**src/rtl/wdt_pkg.sv**
```systemverilog
// wdt_pkg: shared watchdog types, register map and key constants
package wdt_pkg;
  typedef enum logic [1:0] {DISABLED = 2'd0, ARMED = 2'd1, WARN = 2'd2, BITE = 2'd3} wdt_state_t;
  localparam logic [1:0] ADDR_CTRL = 2'd0;
  localparam logic [1:0] ADDR_LOAD = 2'd1;
  localparam logic [1:0] ADDR_KICK = 2'd2;
  localparam int CTRL_EN = 0;
  localparam int CTRL_LOCK = 1;
  localparam logic [31:0] DEF_KICK_KEY = 32'h5A5A_5A5A;
endpackage

```
**src/rtl/wdt_stuck_detect.sv**
```systemverilog
// wdt_stuck_detect: counts consecutive unstalled cycles with an unchanged PC
// clk/rst (async active-low), i_pc/i_stall from the core, i_clr clears the run,
// o_stuck is high once the run length reaches STUCK_CYCLES.
module wdt_stuck_detect #(
  parameter int STUCK_CYCLES = 256
) (
  input  logic        clk,
  input  logic        rst,
  input  logic [31:0] i_pc,
  input  logic        i_stall,
  input  logic        i_clr,
  output logic        o_stuck
);
  logic [31:0] r_prev_pc, r_cnt;
  assign o_stuck = r_cnt == 32'(STUCK_CYCLES);
  always_ff @(posedge clk or negedge rst)
    if (!rst) begin
      r_prev_pc <= '0;
      r_cnt     <= '0;
    end else begin
      r_prev_pc <= i_pc;
      r_cnt     <= (i_clr || i_pc != r_prev_pc) ? '0 :
                   (i_stall || o_stuck)         ? r_cnt : r_cnt + 32'd1;
    end
endmodule

```
**src/rtl/pc_watchdog.sv**
```systemverilog
// pc_watchdog: forward-progress watchdog for the RV32I core (arm, kick, warn, bite)
// clk, rst (async active-low); pc_value/stall from program_counter;
// wdt_wr_en/addr/data register port (0=CTRL, 1=LOAD, 2=KICK);
// wdt_irq warning level, wdt_rst_n bite pulse, wdt_state/count/bite_cnt status.
// Optional PC-stuck detection is built when WDT_PC_STUCK_EN is defined.
module pc_watchdog
  import wdt_pkg::*;
#(
  parameter logic [31:0] PROG_VALUE  = 32'd348,
  parameter logic [31:0] DEF_LOAD    = 32'd1000,
  parameter logic [31:0] WARN_CYCLES = 32'd64,
  parameter logic [31:0] BITE_CYCLES = 32'd4,
  parameter logic [31:0] KICK_KEY    = DEF_KICK_KEY
`ifdef WDT_PC_STUCK_EN
  , parameter int STUCK_CYCLES = 256
`endif
) (
  input  logic        clk,
  input  logic        rst,
  input  logic [31:0] pc_value,
  input  logic        stall,
  input  logic        wdt_wr_en,
  input  logic [1:0]  wdt_wr_addr,
  input  logic [31:0] wdt_wr_data,
  output logic        wdt_irq,
  output logic        wdt_rst_n,
  output logic [1:0]  wdt_state,
  output logic [31:0] wdt_count,
  output logic [7:0]  wdt_bite_cnt
);
  wdt_state_t  r_state;
  logic [31:0] r_count, r_load;
  logic        r_lock, r_irq, r_rst_n;
  logic [7:0]  r_bite_cnt;
  logic        w_live, w_ctrl_wr, w_load_wr, w_kick, w_done, w_stuck;
  assign w_live    = r_state == ARMED || r_state == WARN;
  assign w_ctrl_wr = wdt_wr_en && wdt_wr_addr == ADDR_CTRL && !r_lock;
  assign w_load_wr = wdt_wr_en && wdt_wr_addr == ADDR_LOAD && !r_lock;
  assign w_kick    = wdt_wr_en && wdt_wr_addr == ADDR_KICK && wdt_wr_data == KICK_KEY && w_live;
  assign w_done    = w_live && pc_value >= PROG_VALUE;
`ifdef WDT_PC_STUCK_EN
  wdt_stuck_detect #(.STUCK_CYCLES(STUCK_CYCLES)) u_stuck (
    .clk     (clk),
    .rst     (rst),
    .i_pc    (pc_value),
    .i_stall (stall),
    .i_clr   (w_kick || (r_state == ARMED && w_stuck)),
    .o_stuck (w_stuck)
  );
`else
  logic w_unused_stall;
  assign w_unused_stall = stall;
  assign w_stuck = 1'b0;
`endif
  assign wdt_state    = r_state;
  assign wdt_count    = r_count;
  assign wdt_irq      = r_irq;
  assign wdt_rst_n    = r_rst_n;
  assign wdt_bite_cnt = r_bite_cnt;
  // Enable lives in the state itself: anything but DISABLED is enabled.
  // Branch order inside ARMED/WARN encodes completion > disable > kick > expiry.
  always_ff @(posedge clk or negedge rst)
    if (!rst) begin
      r_state    <= DISABLED;
      r_count    <= '0;
      r_load     <= DEF_LOAD;
      r_lock     <= 1'b0;
      r_irq      <= 1'b0;
      r_rst_n    <= 1'b1;
      r_bite_cnt <= '0;
    end else begin
      if (w_load_wr) r_load <= (wdt_wr_data == '0) ? 32'd1 : wdt_wr_data;
      if (w_ctrl_wr) r_lock <= wdt_wr_data[CTRL_LOCK];
      case (r_state)
        DISABLED:
          if (w_ctrl_wr && wdt_wr_data[CTRL_EN]) begin
            r_state <= ARMED;
            r_count <= r_load;
          end
        BITE:
          if (r_count == 32'd1) begin
            r_state <= ARMED;
            r_count <= r_load;
            r_rst_n <= 1'b1;
          end else r_count <= r_count - 32'd1;
        default:
          if (w_done || (w_ctrl_wr && !wdt_wr_data[CTRL_EN])) begin
            r_state <= DISABLED;
            r_count <= '0;
            r_irq   <= 1'b0;
          end else if (w_kick) begin
            r_state <= ARMED;
            r_count <= r_load;
            r_irq   <= 1'b0;
          end else if (r_state == ARMED && (r_count == 32'd1 || w_stuck)) begin
            r_state <= WARN;
            r_count <= WARN_CYCLES;
            r_irq   <= 1'b1;
          end else if (r_state == WARN && r_count == 32'd1) begin
            r_state    <= BITE;
            r_count    <= BITE_CYCLES;
            r_irq      <= 1'b0;
            r_rst_n    <= 1'b0;
            r_bite_cnt <= (r_bite_cnt == 8'hFF) ? r_bite_cnt : r_bite_cnt + 8'd1;
          end else r_count <= r_count - 32'd1;
      endcase
    end
endmodule
```
**config.mk**
```make
export PLATFORM = sky130hd
export DESIGN_NAME = pc_watchdog
export DESIGN_NICKNAME = d
export VERILOG_FILES = /design/src/rtl/wdt_pkg.sv /design/src/rtl/wdt_stuck_detect.sv /design/src/rtl/pc_watchdog.sv
export SDC_FILE = /design/constraint.sdc
export NUM_CORES = 1
export LEC_CHECK = 0
export BUFFER_PORTS_ARGS = -buffer_cell sky130_fd_sc_hd__buf_2
export CORE_ASPECT_RATIO = 1.2
export CORE_MARGIN = 2
export CORE_UTILIZATION = 47
export DETAILED_ROUTE_END_ITERATION = 8
export PLACE_DENSITY = 0.74
export SYNTH_ARGS = -nofsm -noshare
export SYNTH_HDL_FRONTEND = slang
export SYNTH_HIERARCHICAL = 1
export SYNTH_SLANG_ARGS = --single-unit
```
**constraint.sdc**
```tcl
create_clock -name clk -period 2.8 [get_ports clk]
set_clock_uncertainty 0.2 [all_clocks]
set_input_delay 0.14 -clock clk [delete_from_list [all_inputs] [get_ports clk]]
set_output_delay 0.14 -clock clk [all_outputs]
set_load 0.02 [all_outputs]
```
==> results.txt, run 1 <==
GR Overflow Total - 0
Seq cells post-synth - 77
PwrDens - 1120 mW/mm2
FP Rows - 39
largest net degree at the start of global routing - 78
transition time at the pin with the least slew margin - 1.00 ns
Post-synth ARST share - 100%
Area Overhead vs Synth - 42.3%
Nets - 768
port bufs - 110
H-tree levels - 3
Mapped Nets - 562
number of synthesized flops with an enable pin - 0
crit path kind - reg2reg
Post-Syn Area per Cell - 9.59 um2
All-Layer GR Usage - 32.1%
die area - 0.0107 mm2
WP data required - 2.83 ns
Critical Path Most Common Cell - or4_4
violated checks - negative setup slack
max incr delay on CP - 0.57 ns
Final Non-Filler Cells - 819
status - finished with violations
max-cap violations - 0
layout cells sized above 1 - 40.5%
FILL cells - 772
crit path time final - 2.89 ns
Worst setup EP type - flip-flop
clk buf depth - 2
clock sink total - 77
synth unique cells - 63
peak supply drop - 0.469 mV
Clk pin slew, worst setup/hold paths - 0.06 ns
Hold Path Class - in2reg
crit path max fanout - 4
cell at the slowest stage of the critical path - or4_4
vias in the first global route - 5168
Final HPWL DP - 11700 um
Worst setup SP type - flip-flop
Tcrit/Tclk final - 103%
core area - 0.00956 mm2
Cells after DPL - 765
DR WL/cell - 20.2 um
DRC - 0
Setup Viol. Count Final - 14
Mapped Area - 0.00465 mm2
total power - 7430 uW
Max Clk Rate - 346 MHz
Starting DRT DRC Count - 458
antenna cells - 0
RSZ-0062 raised after global routing - true
CTS Buf Count - 9
dominant synthesized flop cell - dfrtp_1
Pre-Repair DR Iteration Count - 5
final antenna-violating net count - 0
die height - 113 um
Final Max Tran Viols - 0
top cell type's share of synthesized area - 37.7%
area leader, netlist - dfrtp_1
RePlAce Congestion - 0.991
Final Hold Vio Count - 0
Worst Path Arrival - 2.92 ns
width of the die - 94.8 um
most frequent cells after synthesis - dfrtp_1, nand2_1, mux2_2
leakage power - 0.00306 uW
# IOs - 114
count leader, synth - dfrtp_1
initial antenna violation count - 0
sequential area share after synthesis - 41.6%
CTS tree - yes
max_slew headroom - 33.3%
Clock Latency Late Sink - 0.35 ns
starting density of the core - 48.6%
Mapped Cells - 485
root buffer selected by CTS - clkbuf_16
synth warn - 6
DR vias - 5021
Final WS setup - -0.0925 ns
final wirelength - 16500 um
vias per cell - 6.13
global-route wire length before repair - 26300 um
crit-path cells - or4_4 -> or3_4 -> or4_4 -> buf_12 -> o211ai_1 -> a21oi_1 -> a211o_1
top post-synthesis cells by area - dfrtp_1, mux2_2, dfstp_2
[power by group]
group	switching, uW	leakage [uW]	internal [uW]
Sequential	361	0.000971	1510
Combinational	2560	0.00197	1910
Clock	480	0.000114	600
[worst max-delay path, delay by kind of cell, from the launching register on]
family | cells | cell delay (ns)
compound gates | 3 | 0.51
buf+inv | 1 | 0.17
flops | 1 | 0.40
simple gates | 3 | 1.50
[through the flow]
stage               cell area, um2  setup TNS (ns)  setup WS [ns]  utilization, %  hold WS [ns]
floorplan                     4710          -0.912         -0.134               -        -0.356
global placement              5840          -0.103        -0.0554            61.1         0.159
detailed placement            5840          -0.615         -0.149            61.1         0.164
CTS                           6520          -0.380        -0.0699            68.2        0.0275
global route                  6620           -2.16         -0.147            69.2        0.0723
finish                        6620          -0.692        -0.0925            69.2        0.0423
[timing repair]
action | 4_1_cts | 5_1_grt
gates resized for setup | 12 | 24
setup buffers | 5 | 1
hold buffers | 32 | 0
setup endpoints to repair | 18 | 39
hold endpoints to repair | 102 | 0
pin swaps | 5 | 5
cloned | 0 | 0
[cell families (layout without fill, tap and decap cells)]
family,count (synthesis),in the layout,synth area share (%)
AOI/OAI and AO/OA,129,129,19.0
xor gates and xnor gates,27,27,5.08
adders and majority gates,7,7,1.88
muxes,32,32,7.75
and+or+nand+nor,181,181,21.7
buffers and inverters,32,243,2.96
DFF,77,77,41.6
[area by class of cell]
cell class,count,area (um2),area share (%)
Multi-Input combinational cell,376,2760,41.7
Timing Repair Buffer,215,1450,21.9
Clock buffer,11,233,3.52
Inverter,12,45.0,0.681
Sequential cell,77,1940,29.3
Tap cell,123,154,2.33
Clock inverter,5,37.5,0.567
[state kept, by name (all words and copies together), names as in the netlist]
name	cells
wdt_state	2
wdt_rst_n	1
wdt_irq	1
wdt_count	32
r_lock	1
r_load	32
wdt_bite_cnt	8
[placed cells by master (no fill, tap or decap), types with 5 or more instances in the layout]
cell | netlist | routed
buf_2 | 2 | 109
buf_4 | 0 | 71
dfrtp_1 | 70 | 66
nand2_1 | 44 | 43
mux2_2 | 32 | 32
dlygate4sd3_1 | 0 | 32
a21oi_1 | 26 | 24
nor2_1 | 29 | 23
nand4_1 | 19 | 19
o21ai_0 | 26 | 19
xnor2_1 | 16 | 16
nor3_1 | 15 | 14
nor4_1 | 18 | 13
a22oi_1 | 14 | 13
inv_1 | 12 | 11
xor2_1 | 11 | 11
nand3_1 | 11 | 10
o211ai_1 | 9 | 9
a21o_1 | 9 | 9
clkbuf_16 | 0 | 9
o221ai_1 | 8 | 8
and3_1 | 7 | 7
o21ai_1 | 0 | 7
dfstp_2 | 7 | 7
ha_1 | 7 | 6
nor2_2 | 0 | 5
clkinvlp_4 | 0 | 5
[per-layer routing]
| layer | up-vias | GRT usage [%] | share of wire, % |
|---|---|---|---|
| li1 | 2258 | - | - |
| met1 | 2415 | 39.6 | 38 |
| met3 | 66 | 6.66 | 7.6 |
| met5 | - | 0 | 0 |
| met2 | 282 | 53.1 | 49 |
| met4 | 0 | 15.8 | 4.8 |
[worst paths after layout]
path / cells after the start / slack [ns] / startpoint / end
max: 7 / -0.09 / wdt_count[9]$_DFFE_PN0P_ / wdt_count[6]$_DFFE_PN0P_
min: 4 / 0.04 / wdt_wr_data[0] / r_load[0]$_DFFE_PN0P_
max reg2reg: 7 / -0.09 / wdt_count[9]$_DFFE_PN0P_ / wdt_count[6]$_DFFE_PN0P_
min reg2reg: 2 / 0.28 / wdt_rst_n$_DFFE_PN1P_ / wdt_rst_n$_DFFE_PN1P_
max in group asynchronous: 2 / 1.39 / rst / wdt_count[11]$_DFFE_PN0P_
min in group asynchronous: 2 / 0.27 / rst / r_load[1]$_DFFE_PN0P_
(Power assumes the default switching activity.)
==> run 2: changes to the inputs <==
- RECOVER_POWER: default -> 100
==> results.txt, run 2 (synthesis results as in run 1) <==
Pre-Repair DR Iteration Count - 7 (+2)
# IOs - 114 (unchanged)
Worst setup EP type - flip-flop
DRC - 0 (unchanged)
root buffer selected by CTS - clkbuf_16
Cells after DPL - 765 (unchanged)
Worst setup SP type - flip-flop
final antenna-violating net count - 0 (unchanged)
layout cells sized above 1 - 34.1% (-6.5 points)
RSZ-0062 raised after global routing - true
global-route wire length before repair - 26300 um (unchanged)
final wirelength - 16500 um (about the same)
CTS tree - yes
Hold Slack - 0.0387 ns (-0.00357 ns)
Max Clk Rate - 346 MHz (about the same)
GR Overflow Total - 0 (unchanged)
Tcrit/Tclk final - 103% (about the same)
clock sink total - 77 (unchanged)
DR WL/cell - 20.2 um (about the same)
Clk pin slew, worst setup/hold paths - 0.06 ns (about the same)
violated checks - max-capacitance violations, max-slew violations, negative setup slack
core area - 0.00956 mm2 (unchanged)
commonest non-fill, non-tap cell in the layout - buf_4
Setup Viol. Count Final - 13 (-1)
commonest non-fill, non-tap cells in the layout - buf_4, buf_2, dfrtp_1
max-cap violations - 1 (+1)
crit path kind - reg2reg
clk buf depth - 2 (unchanged)
status - finished with violations
Hold Path Class - in2reg
CTS Buf Count - 9 (unchanged)
H-tree levels - 3 (unchanged)
vias in the first global route - 5168 (unchanged)
width of the die - 94.8 um (unchanged)
FILL cells - 799 (+3.5%)
crit path max fanout - 6 (+2)
DR vias - 5043 (+0.44%)
antenna cells - 0 (unchanged)
Starting DRT DRC Count - 472 (+3.1%)
die area - 0.0107 mm2 (unchanged)
max_slew headroom - -28.2% (-61 points)
Final HPWL DP - 11700 um (unchanged)
crit path time final - 2.89 ns (+0.000247 ns)
final setup TNS - -0.664 ns (+0.0280 ns)
total power - 7380 uW (-0.60%)
initial antenna violation count - 0 (unchanged)
largest net degree at the start of global routing - 78 (unchanged)
peak supply drop - 0.468 mV (-0.19%)
vias per cell - 6.16 (+0.44%)
leakage power - 0.00287 uW (-6.0%)
Clock Latency Late Sink - 0.35 ns (about the same)
All-Layer GR Usage - 32.1% (unchanged)
Worst Path Arrival - 2.92 ns (about the same)
Final Non-Filler Cells - 819 (unchanged)
RePlAce Congestion - 0.991 (unchanged)
Nets - 768 (unchanged)
port bufs - 110 (unchanged)
Final WS setup - -0.0927 ns (-0.000246 ns)
Final Max Tran Viols - 78 (+78)
starting density of the core - 48.6% (unchanged)
FP Rows - 39 (unchanged)
PwrDens - 1130 mW/mm2 (+0.40%)
Final Hold Vio Count - 0 (unchanged)
Area Overhead vs Synth - 40.9%
die height - 113 um (unchanged)
transition time at the pin with the least slew margin - 1.92 ns (+0.921 ns)
WP data required - 2.83 ns (about the same)
[run 2: changes by cell type in the layout (fill, tap and decap cells not counted)]
cell      previous run  this run
buf_2              109        66
buf_4               71        67
clkbuf_2             0         2
clkbuf_1             2        47
[run 2: per-layer routing]
| metal | global-route usage [%] | share of wire, % | vias to the layer above |
|---|---|---|---|
| met5 | 0 | 0 | - |
| met4 | 15.8 | 4.6 | 0 |
| met3 | 6.66 | 7.9 | 63 |
| met2 | 53.1 | 50 | 302 |
| met1 | 39.6 | 38 | 2414 |
| li1 | - | - | 2264 |
[run 2: final timing paths]
path | start | endpoint | slack [ns] | cells after the start
setup / recovery | wdt_count[9]$_DFFE_PN0P_ | wdt_count[20]$_DFFE_PN0P_ | -0.09 | 7
hold / removal | wdt_wr_data[0] | r_load[0]$_DFFE_PN0P_ | 0.04 | 4
setup reg to reg | wdt_count[9]$_DFFE_PN0P_ | wdt_count[20]$_DFFE_PN0P_ | -0.09 | 7
hold reg to reg | wdt_rst_n$_DFFE_PN1P_ | wdt_rst_n$_DFFE_PN1P_ | 0.28 | 2
max in group asynchronous | rst | wdt_state[1]$_DFFE_PN0P_ | 0.44 | 2
min in group asynchronous | rst | r_load[1]$_DFFE_PN0P_ | 0.63 | 2
[run 2: cell type report]
type / instances / area, um2 / area share (%)
clock buffer: 11 / 233 / 3.55
clock inverter: 5 / 37.5 / 0.573
inverter: 12 / 45.0 / 0.687
multi-input combinational: 376 / 2760 / 42.1
sequential: 77 / 1940 / 29.6
tap: 123 / 154 / 2.35
timing repair buffer: 215 / 1380 / 21.1
[run 2: power breakdown]
group	internal [uW]	switching (uW)
Clock	600	477
Combinational	1850	2580
Sequential	1510	363
Total	3960	3420
[run 2: critical path, cell delays in order (launching register included)]
cell and delay, ns:
dfrtp_2 0.40, or4_4 0.57, or3_4 0.36, or4_4 0.57, nand3_4 0.15, and2_4 0.22, nor2_2 0.06, a221o_1 0.25
[run 2: timing repair]
| action | CTS | global route |
|---|---|---|
| resized for setup | 12 | 24 |
| hold buffers | 32 | 0 |
| endpoints found under the hold margin | 102 | 0 |
| pin swaps | 5 | 5 |
| setup buffers | 5 | 1 |
| setup endpoints to repair | 18 | 39 |
[run 2: through the flow]
stage / area, um2 / util (%) / setup slack [ns]
floorplan: 4710 / - / -0.134
global placement: 5840 / 61.1 / -0.0554
detailed placement: 5840 / 61.1 / -0.149
CTS: 6520 / 68.2 / -0.0699
global route: 6550 / 68.5 / -0.147
finish: 6550 / 68.5 / -0.0927
